===== config.mk =====
export PLATFORM = sky130hd
export DESIGN_NAME = plane_life_ctrl
export DESIGN_NICKNAME = d
export VERILOG_FILES = /design/src/rtl/plane_pkg.sv /design/src/rtl/frame_timer.sv /design/src/rtl/plane_life_ctrl.sv
export SDC_FILE = /design/constraint.sdc
export NUM_CORES = 1
export LEC_CHECK = 0
export CORE_MARGIN = 10
export CORE_UTILIZATION = 50
export DETAILED_ROUTE_END_ITERATION = 8
export PLACE_DENSITY = 0.84
export SYNTH_ARGS = -nofsm -noshare
export SYNTH_HDL_FRONTEND = slang
export SYNTH_HIERARCHICAL = 1
export SYNTH_SLANG_ARGS = --single-unit
export TNS_END_PERCENT = 10

===== constraint.sdc =====
create_clock -name clk -period 5.9 [get_ports clk]
set_input_delay 0.885 -clock clk [delete_from_list [all_inputs] [get_ports clk]]
set_output_delay 0.885 -clock clk [all_outputs]
set_load 0.05 [all_outputs]

===== src/rtl/plane_pkg.sv =====
// Shared definitions for the plane life controller: FSM state codes,
// sprite colours, keypad direction encodings and small decode helpers.
package plane_pkg;

   typedef enum logic [2:0] {
      ST_IDLE   = 3'd0,
      ST_PLAY   = 3'd1,
      ST_HIT    = 3'd2,
      ST_INVINC = 3'd3,
      ST_OVER   = 3'd4
   } state_e;

   localparam logic [11:0] RGB_PLAY   = 12'h8F0;
   localparam logic [11:0] RGB_INVINC = 12'h08F;
   localparam logic [11:0] RGB_HIT    = 12'hF00;
   localparam logic [11:0] RGB_OFF    = 12'h000;

   localparam logic [3:0] DIR_UP    = 4'b0001;
   localparam logic [3:0] DIR_DOWN  = 4'b0010;
   localparam logic [3:0] DIR_LEFT  = 4'b0100;
   localparam logic [3:0] DIR_RIGHT = 4'b1000;

   function automatic logic dir_is_one_hot(input logic [3:0] dir);
      return (dir == DIR_UP) || (dir == DIR_DOWN) ||
             (dir == DIR_LEFT) || (dir == DIR_RIGHT);
   endfunction

   // HIT blinks on bit 2 of the explosion timer.
   function automatic logic [11:0] rgb_for(input state_e st, input logic blink);
      case (st)
         ST_PLAY:   return RGB_PLAY;
         ST_INVINC: return RGB_INVINC;
         ST_HIT:    return blink ? RGB_HIT : RGB_OFF;
         default:   return RGB_OFF;
      endcase
   endfunction

endpackage


===== src/rtl/frame_timer.sv =====
// Frame-tick down-counter: load has priority over tick, and the count
// saturates at zero. next_o exposes the value the register will take.
module frame_timer (
   input  logic       clk,
   input  logic       rst,
   input  logic       load_i,
   input  logic [7:0] load_val_i,
   input  logic       tick_i,
   output logic [7:0] value_o,
   output logic [7:0] next_o,
   output logic       zero_o
);

   logic [7:0] value_q, value_d;

   always_comb begin
      value_d = value_q;
      if (load_i)
         value_d = load_val_i;
      else if (tick_i && (value_q != 8'd0))
         value_d = value_q - 8'd1;
   end

   // NOTE: state registers use non-blocking assignments so every flop samples pre-edge values.
   always_ff @(posedge clk or negedge rst) begin
      if (!rst)
         value_q <= 8'd0;
      else
         value_q <= value_d;
   end

   assign value_o = value_q;
   assign next_o  = value_d;
   assign zero_o  = (value_q == 8'd0);

endmodule


===== src/rtl/plane_life_ctrl.sv =====
// Plane life controller: tracks lives, explosion and invincibility phases,
// gates keypad direction and selects the plane sprite colour.
module plane_life_ctrl
   import plane_pkg::*;
#(
   parameter int LIVES_INIT = 3,
   parameter int HIT_FRAMES = 30,
   parameter int INV_FRAMES = 120
) (
   input  logic        clk,
   input  logic        rst,
   input  logic        frame_tick,
   input  logic        start,
   input  logic        boom,
   input  logic [3:0]  dir_in,
   output logic [3:0]  dir_out,
   output logic        respawn,
   output logic        invincible,
   output logic [1:0]  lives,
   output logic        game_over,
   output logic [2:0]  state,
   output logic [11:0] plane_rgb
);

   state_e      state_q, state_d;
   logic [1:0]  lives_q, lives_d;
   logic        respawn_q, respawn_d;
   logic [3:0]  dir_q;
   logic        inv_q, over_q;
   logic [11:0] rgb_q;

   logic        tmr_load, tmr_tick, tmr_zero, last_tick;
   logic [7:0]  tmr_load_val, tmr_value, tmr_next;

   frame_timer u_timer (
      .clk        (clk),
      .rst        (rst),
      .load_i     (tmr_load),
      .load_val_i (tmr_load_val),
      .tick_i     (tmr_tick),
      .value_o    (tmr_value),
      .next_o     (tmr_next),
      .zero_o     (tmr_zero)
   );

   // This tick brings the timer to zero (or it already sits there).
   assign last_tick = frame_tick && (tmr_zero || (tmr_value == 8'd1));

   // NOTE: every signal driven here gets a default first, so no latches are inferred.
   always_comb begin
      state_d      = state_q;
      lives_d      = lives_q;
      respawn_d    = 1'b0;
      tmr_load     = 1'b0;
      tmr_load_val = 8'd0;
      tmr_tick     = 1'b0;
      case (state_q)
         ST_IDLE, ST_OVER: begin
            if (start) begin
               state_d   = ST_PLAY;
               lives_d   = LIVES_INIT[1:0];
               tmr_load  = 1'b1;
               respawn_d = 1'b1;
            end
         end
         ST_PLAY: begin
            if (boom) begin
               state_d      = ST_HIT;
               lives_d      = (lives_q == 2'd0) ? 2'd0 : lives_q - 2'd1;
               tmr_load     = 1'b1;
               tmr_load_val = HIT_FRAMES[7:0];
            end
         end
         ST_HIT: begin
            tmr_tick = frame_tick;
            if (last_tick) begin
               if (lives_q == 2'd0) begin
                  state_d = ST_OVER;
               end else begin
                  state_d      = ST_INVINC;
                  tmr_load     = 1'b1;
                  tmr_load_val = INV_FRAMES[7:0];
                  respawn_d    = 1'b1;
               end
            end
         end
         ST_INVINC: begin
            tmr_tick = frame_tick;
            if (last_tick)
               state_d = ST_PLAY;
         end
         default: state_d = ST_IDLE;
      endcase
   end

   // Outputs are registered from the next state so they line up with it.
   always_ff @(posedge clk or negedge rst) begin
      if (!rst) begin
         state_q   <= ST_IDLE;
         lives_q   <= 2'd0;
         respawn_q <= 1'b0;
         dir_q     <= 4'd0;
         inv_q     <= 1'b0;
         over_q    <= 1'b0;
         rgb_q     <= RGB_OFF;
      end else begin
         state_q   <= state_d;
         lives_q   <= lives_d;
         respawn_q <= respawn_d;
         dir_q     <= (((state_d == ST_PLAY) || (state_d == ST_INVINC)) &&
                       dir_is_one_hot(dir_in)) ? dir_in : 4'd0;
         inv_q     <= (state_d == ST_INVINC);
         over_q    <= (state_d == ST_OVER);
         rgb_q     <= rgb_for(state_d, tmr_next[2]);
      end
   end

   assign state      = state_q;
   assign lives      = lives_q;
   assign respawn    = respawn_q;
   assign dir_out    = dir_q;
   assign invincible = inv_q;
   assign game_over  = over_q;
   assign plane_rgb  = rgb_q;

endmodule


==> reports/metrics.cfg, run 1 <==
[setup_path]
cp_common_cell=nand2b_1
reg2reg_to=u_timer/value_o[4]
crit_required_ns=6.14
path_class=reg -> reg
critPathCaptureType=flop
cpPeakStageDelay_ns=0.68
reg2reg_from=u_timer/value_o[6]
rrSetupSlack_ns=3.08
worstPathArrival_ns=3.06
r2r.worst_path.cells=8
crit_chain=or4_1, nor3_1, a21oi_2, o21ai_2, nand2b_1, nand2b_1, a21oi_1, a211o_1
setup.worst_path.start_class=flop
path_max_fanout=16
slowest_stage=or4_1

[hold_path]
min_from=lives[1]
hold_depth=2
min_to=lives[0]
hold_class=reg -> reg

[floorplan]
core-area_um2=2520
num_rows=18
die_y_um=71.9
die_area_um2=5170
die_x_um=71.9
io_pins=33
initial_core_util_pct=53.4

[sta]
worst_slack_ns=3.08
max_freq_mhz=354
tns_ns=0
hold_viol=0
whs_ns=0.617
period_share_pct=47.8
final-setup-viol-count=0
slew_viol_final=0
maxSlewHeadroom_pct=26.5
finalClockSkew_ns=0.00827
worstMarginPinSlew_ns=1.10
rsz0062_at_grt=no
min_period_ns=2.82

[detailed_routing]
ant_nets=0
vias=1002
drc=0
viasPerCell=5.39
drt_iter0_drc=37
dr.pass1.iters=4
top_layer=met4
wl_met2_mm=1.47
wl_met1_mm=1.26
postRouteWirelength_mm=3.03
wl_per_cell_um=16.3
met3WireLength_um=267

[synthesis]
synthFlopType=dfrtp_1
netlist.area_leader.share_pct=46.5
yosysUniqueCellTypes=45
yosysWarningCount=6
yosys.area.top_type=dfrtp_1
async_flop_share_pct=100
synth_edf_count=0
synth_area_leaders=dfrtp_1 46%, buf_4 3.9%, nand2_1 3.3%
syn-instance-count=129
synth_seq_cells=25
ys_seq_area_share_pct=46.5
syn-mean-instance-area_um2=10.4
netlist_area_um2=1350

[layout]
drive_above_1_share_pct=13.5
final_cell_mix=32 x clkdlybuf4s50_1, 25 x dfrtp_1, 12 x nand2_1, 10 x nor2_1, 7 x inv_1
final_common_cell=clkdlybuf4s50_1
layout.cells.non_filler=186
nFillCells=203
n_antenna_cell=0
synthToLayoutAreaGrowth_pct=24.1
layout.nets=168

[power_and_ir_drop]
power.total_mw=0.999
p_clk_share_pct=7.8
combPwrFrac_pct=61.6
p_leak_nw=0.730
p_seq_share_pct=30.6
p_int_mw=0.487
switching_share_pct=51.3
ir_drop_mv=0.474
powerDensity_nw_per_um2=598
power.net_switching_mw=0.512

[clock_tree]
clkSinkCount=25
clk_path_buf_depth=2
root_buffer=clkbuf_4
ctsResizeCount=0
cts_tree=built
postCtsHoldBufs=0
htree_levels=1
cts_made_buffers=3
clk_latency_ns=0.34
clk_pin_slew_ns=0.14
postCtsSetupBuffers=0

[grt]
overflow=0
antenna_found_initial=0
grt_util_all_layers_pct=12.1
grt_pass1_wl_mm=5.13
grt_pass1_vias=1105
grt_max_degree=26

[place]
place.gp.congestion=0.797
port_buffers=32
place_inst=182
dpl.hpwl_mm=2.38
pre_cts_slack_ns=2.86

[job]
maxCapViolations=0

[run_status]
status=finished, final reports clean

## critical path, delay by kind of cell (launching register included)
family           cells  cell delay (ns)
AO/OA/AOI/OAI        4             0.62
flip-flops           1             0.46
AND/OR/NAND/NOR      4             1.64
## synth_stat cells (3+ instances only)
master,n
o21ai_0,5
dfrtp_1,25
xnor2_1,3
mux2_2,3
nand2b_1,3
inv_1,7
nor3_1,3
nor2_1,10
inv_2,3
nand2_1,12
nand3_1,4
buf_4,7
## how the worst max path moves through the flow
stage / startpoint / to / cells past startpoint
after floorplan: u_timer/value_o[6] / plane_rgb[11] / 12
after global placement: frame_tick / u_timer/value_o[4] / 8
after detailed placement: frame_tick / u_timer/value_o[4] / 8
after CTS: u_timer/value_o[6] / plane_rgb[11] / 9
after global routing: u_timer/value_o[6] / u_timer/value_o[4] / 8
final: u_timer/value_o[6] / u_timer/value_o[4] / 8
## registers in the layout (all words and copies together), names as in the netlist
signal	flops
plane_rgb	5
state	3
lives	2
game_over	1
dir_out	4
invincible	1
u_timer/value_o	8
respawn	1
## logic make-up after synthesis
logic type               Yosys count  share of synthesized area [%]
AND/OR/NAND/NOR                   52                           24.4
flip-flops                        25                           46.5
AO/OA/AOI/OAI                     21                           13.5
buffers and inverters             20                           7.62
XOR/XNOR                           4                           2.60
multiplexers                       4                           3.25
adder cells (fa/ha/maj)            2                           1.86
other                              1                          0.279
## stage by stage
step / area, µm² / util (%)
floorplan: 1350 / -
global placement: 1640 / 65.1
detailed placement: 1640 / 65.1
CTS: 1670 / 66.2
global route: 1670 / 66.2
finish: 1670 / 66.2
## layout make-up
class                   instances  area, µm²  area share, %
flip-flops and latches         25        626           37.5
well taps                      30       37.5           2.25
clock buffers                   3       22.5           1.35
multi-input cells              85        622           37.2
repair buffers                 32        320           19.2
clock inverters                 1       5.00          0.300
inverters                      10       37.5           2.25
## power groups by stage
stage	combinational, mW	clock (mW)	sequential (mW)
2_1_floorplan	0.362	0	0.411
3_3_place_gp	0.602	0	0.302
3_5_place_dp	0.617	0	0.309
4_1_cts	0.619	0.0786	0.306
5_1_grt	0.660	0.0857	0.318
6_report	0.615	0.0784	0.305
## metal layers
metal  GRT usage [%]  vias up
met5               0        -
met4            4.30        0
met3            5.58        3
met2            20.3       30
met1            13.1      478
li1                -      491
(Power assumes the default switching activity.)
==> run 2: changes to the inputs <==
Settings changed: CORE_UTILIZATION 50 to 44, PLACE_DENSITY 0.84 to 0.78.
Clock period 5.9 ns to 2.3 ns, I/O delays scaled along.
==> reports/metrics.cfg, run 2 (synthesized netlist as in run 1, its figures left out) <==
[run_status]
status=finished, final reports clean

[job]
maxCapViolations=0

[sta]
min_period_ns=2.12
slew_viol_final=0
rsz0062_at_grt=no
final-setup-viol-count=0
period_share_pct=92.1
worstMarginPinSlew_ns=0.530
max_freq_mhz=472
tns_ns=0
finalClockSkew_ns=0.0103
maxSlewHeadroom_pct=64.6
whs_ns=0.359
hold_viol=0

[layout]
largest_register_ffs=8
layout.cells.non_filler=201
drive_above_1_share_pct=21.4
final_cell_mix=32 x clkdlybuf4s50_1, 24 x dfrtp_1, 12 x nand2_1, 12 x buf_4, 10 x nor2_1
n_antenna_cell=0
synthToLayoutAreaGrowth_pct=32.7
layout.nets=180
final_common_cell=clkdlybuf4s50_1

[clock_tree]
clk_path_buf_depth=2
postCtsSetupBuffers=0
cts_made_buffers=3
clk_latency_ns=0.33
cts_tree=built
postCtsHoldBufs=0
clk_pin_slew_ns=0.13
root_buffer=clkbuf_4
clkSinkCount=25
htree_levels=1

[detailed_routing]
dr.pass1.iters=4
postRouteWirelength_mm=3.02
wl_per_cell_um=15.0
vias=1050
ant_nets=0
drt_iter0_drc=40
viasPerCell=5.22
drc=0

[power_and_ir_drop]
powerDensity_nw_per_um2=1530
p_leak_nw=0.792
ir_drop_mv=1.02

[setup_path]
path_max_fanout=8
worstPathArrival_ns=2.35
rrSetupSlack_ns=0.18
reg2reg_from=u_timer/value_o[6]
crit_required_ns=2.53
setup.worst_path.start_class=flop
path_class=reg -> reg
critPathCaptureType=flop
crit_start=u_timer/value_o[6]
r2r.worst_path.cells=7
reg2reg_to=u_timer/value_o[3]

[grt]
busiest_layer=met2
grt_util_all_layers_pct=11.2
grt_use_met1_pct=12.0
grt_max_degree=26
grt_pass1_wl_mm=4.87
antenna_found_initial=0
overflow=0
grt_pass1_vias=1098
grt_util_met2_pct=19.3
grt_util_met3_pct=3.91

[floorplan]
initial_core_util_pct=45.2
die_area_um2=5670
core-area_um2=2980
num_rows=20
die_y_um=75.3
die_x_um=75.3
io_pins=33

[place]
port_buffers=32
place.gp.congestion=0.857
dpl.hpwl_mm=2.41
place_inst=197

[hold_path]
hold_class=in -> async

## run 2: cell type report
type	instances	area [µm²]
Fill cell	242	1190
Multi-Input combinational cell	85	644
Sequential cell	25	627
Timing Repair Buffer	44	410
Tap cell	33	41.3
Inverter	10	37.5
Clock buffer	4	26.3
## run 2: worst max-delay path, cell delays in order, from the launching register on
cell	delay (ns)
dfrtp_1	0.40
or4_4	0.56
nor3_4	0.16
a21oi_2	0.09
o21ai_2	0.18
nand2b_4	0.15
buf_4	0.15
mux2_2	0.33
## run 2: worst max path at each step
stage,slack [ns],depth (start not counted),endpoint
final,0.18,7,u_timer/value_o[3]
after global routing,0.02,10,plane_rgb[11]
after CTS,0.08,11,plane_rgb[11]
after detailed placement,0.11,7,u_timer/value_o[3]
after global placement,0.22,7,u_timer/value_o[5]
after floorplan,0.009,12,plane_rgb[11]
## run 2: per-layer routing
metal / vias to the layer above / wire, µm
met5: - / 0
met4: 0 / 46
met3: 5 / 209
met2: 28 / 1500
met1: 503 / 1260
li1: 514 / -
## run 2: what timing repair did
action | 4_1_cts | 5_1_grt
gates resized for setup | 0 | 4
endpoints found under the hold margin | 0 | 0
setup endpoints to repair | 0 | 4
## run 2: stage by stage
stage	total power [mW]	util (%)	worst slack (ns)	instance area [µm²]
after floorplan	2.05	-	0.00914	1380
after detailed placement	2.53	58.7	0.113	1750
after global placement	2.48	58.7	0.223	1750
after global routing	2.91	60.0	0.0208	1790
after CTS	2.72	59.6	0.0798	1770
final	2.74	60.0	0.182	1790
## run 2: power by group
| group | total, mW | internal (mW) | switching, mW | leakage (nW) |
|---|---|---|---|---|
| Combinational | 1.81 | 0.732 | 1.07 | 0.456 |
| Clock | 0.197 | 0.0681 | 0.129 | 0.0150 |
| Sequential | 0.737 | 0.594 | 0.144 | 0.320 |
==> run 3: changes to the inputs <==
Settings changed: CORE_UTILIZATION 44 to 50, PLACE_DENSITY 0.78 to 0.84.
Clock period 2.3 ns to 2.7 ns, I/O delays scaled along.
==> reports/metrics.cfg, run 3 (synthesized netlist as in run 1, its figures left out) <==
[detailed_routing]
viasPerCell=5.43
dr.pass1.iters=4
wl_per_cell_um=15.9
postRouteWirelength_mm=3.03
ant_nets=0
drc=0
vias=1031
drt_iter0_drc=33

[layout]
final_common_cell=clkdlybuf4s50_1
n_antenna_cell=0
final_cell_mix=32 x clkdlybuf4s50_1, 25 x dfrtp_1, 12 x nand2_1, 10 x nor2_1, 7 x inv_1
synthToLayoutAreaGrowth_pct=26.6
drive_above_1_share_pct=15.6
nFillCells=204
layout.cells.non_filler=190
largest_register_ffs=8
layout.nets=172

[place]
port_buffers=32
place_inst=186
place.gp.congestion=0.761
dpl.hpwl_mm=2.40

[setup_path]
setup.worst_path.start_class=flop
slowest_stage=or4_1
path_class=reg -> reg
crit_chain=or4_1, nor3_2, a21oi_2, o21ai_2, nand2b_1, buf_4, nand2_1, o21ai_0, nand2_1, mux2i_1
cpPeakStageDelay_ns=0.59
path_max_fanout=7
cp_common_cell=nand2_1
crit_required_ns=2.95
worstPathArrival_ns=2.73
cp_top_family=simple AND/OR/NAND/NOR gates
critPathCaptureType=flop
crit_buf_inv=1

[floorplan]
initial_core_util_pct=53.4
num_rows=18
io_pins=33
core-area_um2=2520
die_x_um=71.9
die_area_um2=5170
die_y_um=71.9

[sta]
worstMarginPinSlew_ns=0.537
period_share_pct=91.7
finalClockSkew_ns=0.00388
hold_viol=0
slew_viol_final=0
min_period_ns=2.48
rsz0062_at_grt=no
max_freq_mhz=404
maxSlewHeadroom_pct=64.1
final-setup-viol-count=0
tns_ns=0

[clock_tree]
htree_levels=1
clk_latency_ns=0.32
clk_pin_slew_ns=0.13
cts_tree=built
clk_path_buf_depth=2
clkSinkCount=25
root_buffer=clkbuf_4
cts_made_buffers=3

[power_and_ir_drop]
power.net_switching_mw=1.12
combPwrFrac_pct=62.6
switching_share_pct=50.5
p_seq_share_pct=30.0
p_clk_share_pct=7.5
powerDensity_nw_per_um2=1310
ir_drop_mv=1.01
p_leak_nw=0.749
p_int_mw=1.10

[grt]
grt_pass1_vias=1137
antenna_found_initial=0
grt_max_degree=26
grt_use_met1_pct=12.6
grt_util_all_layers_pct=11.9
overflow=0
busiest_layer=met2
grt_util_met2_pct=20.5
grt_util_met3_pct=4.22
grt_pass1_wl_mm=5.06

[job]
maxCapViolations=0

[run_status]
status=finished, final reports clean

[hold_path]
hold_class=in -> async

[run 3: cell count changes in the layout (fill, tap and decap cells not counted), sizes merged]
cell  before  now
buf       12    4
[run 3: path summary, 6_finish.rpt]
check,from,endpoint,slack [ns],cells past startpoint
setup / recovery,u_timer/value_o[6],plane_rgb[11],0.22,10
hold / removal,rst,lives[1],0.44,2
setup reg to reg,u_timer/value_o[6],plane_rgb[11],0.22,10
hold reg to reg,lives[1],lives[1],0.62,2
max in group asynchronous,rst,game_over,2.02,2
min in group clk,lives[1],lives[1],0.62,2
[run 3: through the flow]
stage,hold WS (ns),instance area (µm²),total power [mW],utilization (%),worst slack [ns]
floorplan,0.109,1350,1.69,-,0.0829
global placement,0.569,1670,2.02,66.3,0.358
detailed placement,0.591,1670,2.06,66.3,0.205
CTS,0.458,1700,2.23,67.4,0.176
global route,0.462,1700,2.37,67.6,0.0193
finish,0.440,1700,2.23,67.6,0.223
[run 3: repair_timing]
| action | 4_1_cts | 5_1_grt |
|---|---|---|
| hold buffers | 0 | 0 |
| buffers inserted | 0 | 0 |
| endpoints found under the hold margin | 0 | 0 |
| setup endpoints to repair | 0 | 1 |
| gates resized for setup | 0 | 1 |
[run 3: layer usage]
layer	vias to the layer above	routed length, µm	part of all wire [%]
li1	496	-	-
met1	494	1210	40
met2	34	1500	50
met3	7	232	7.7
met4	0	83	2.7
met5	-	0	0
[run 3: power by group through the flow]
stage / Clock, mW / Sequential [mW] / Combinational, mW
3_5_place_dp: 0 / 0.674 / 1.39
5_1_grt: 0.186 / 0.688 / 1.50
2_1_floorplan: 0 / 0.899 / 0.790
6_report: 0.166 / 0.667 / 1.39
3_3_place_gp: 0 / 0.663 / 1.36
4_1_cts: 0.169 / 0.666 / 1.40
[run 3: area by class of cell]
class | instances | area, µm² | area share, %
timing repair buffer | 36 | 350 | 20.6
multi-input combinational | 85 | 627 | 36.8
tap | 30 | 37.5 | 2.20
inverter | 10 | 37.5 | 2.20
clock buffer | 4 | 26.3 | 1.54
sequential | 25 | 626 | 36.7
[run 3: worst register-to-register path, stage by stage, from the launching register on]
cell      delay (ns)
dfrtp_1         0.45
or4_1           0.59
nor3_2          0.27
a21oi_2         0.10
o21ai_2         0.21
nand2b_1        0.23
buf_4           0.17
nand2_1         0.05
o21ai_0         0.10
nand2_1         0.10
mux2i_1         0.14
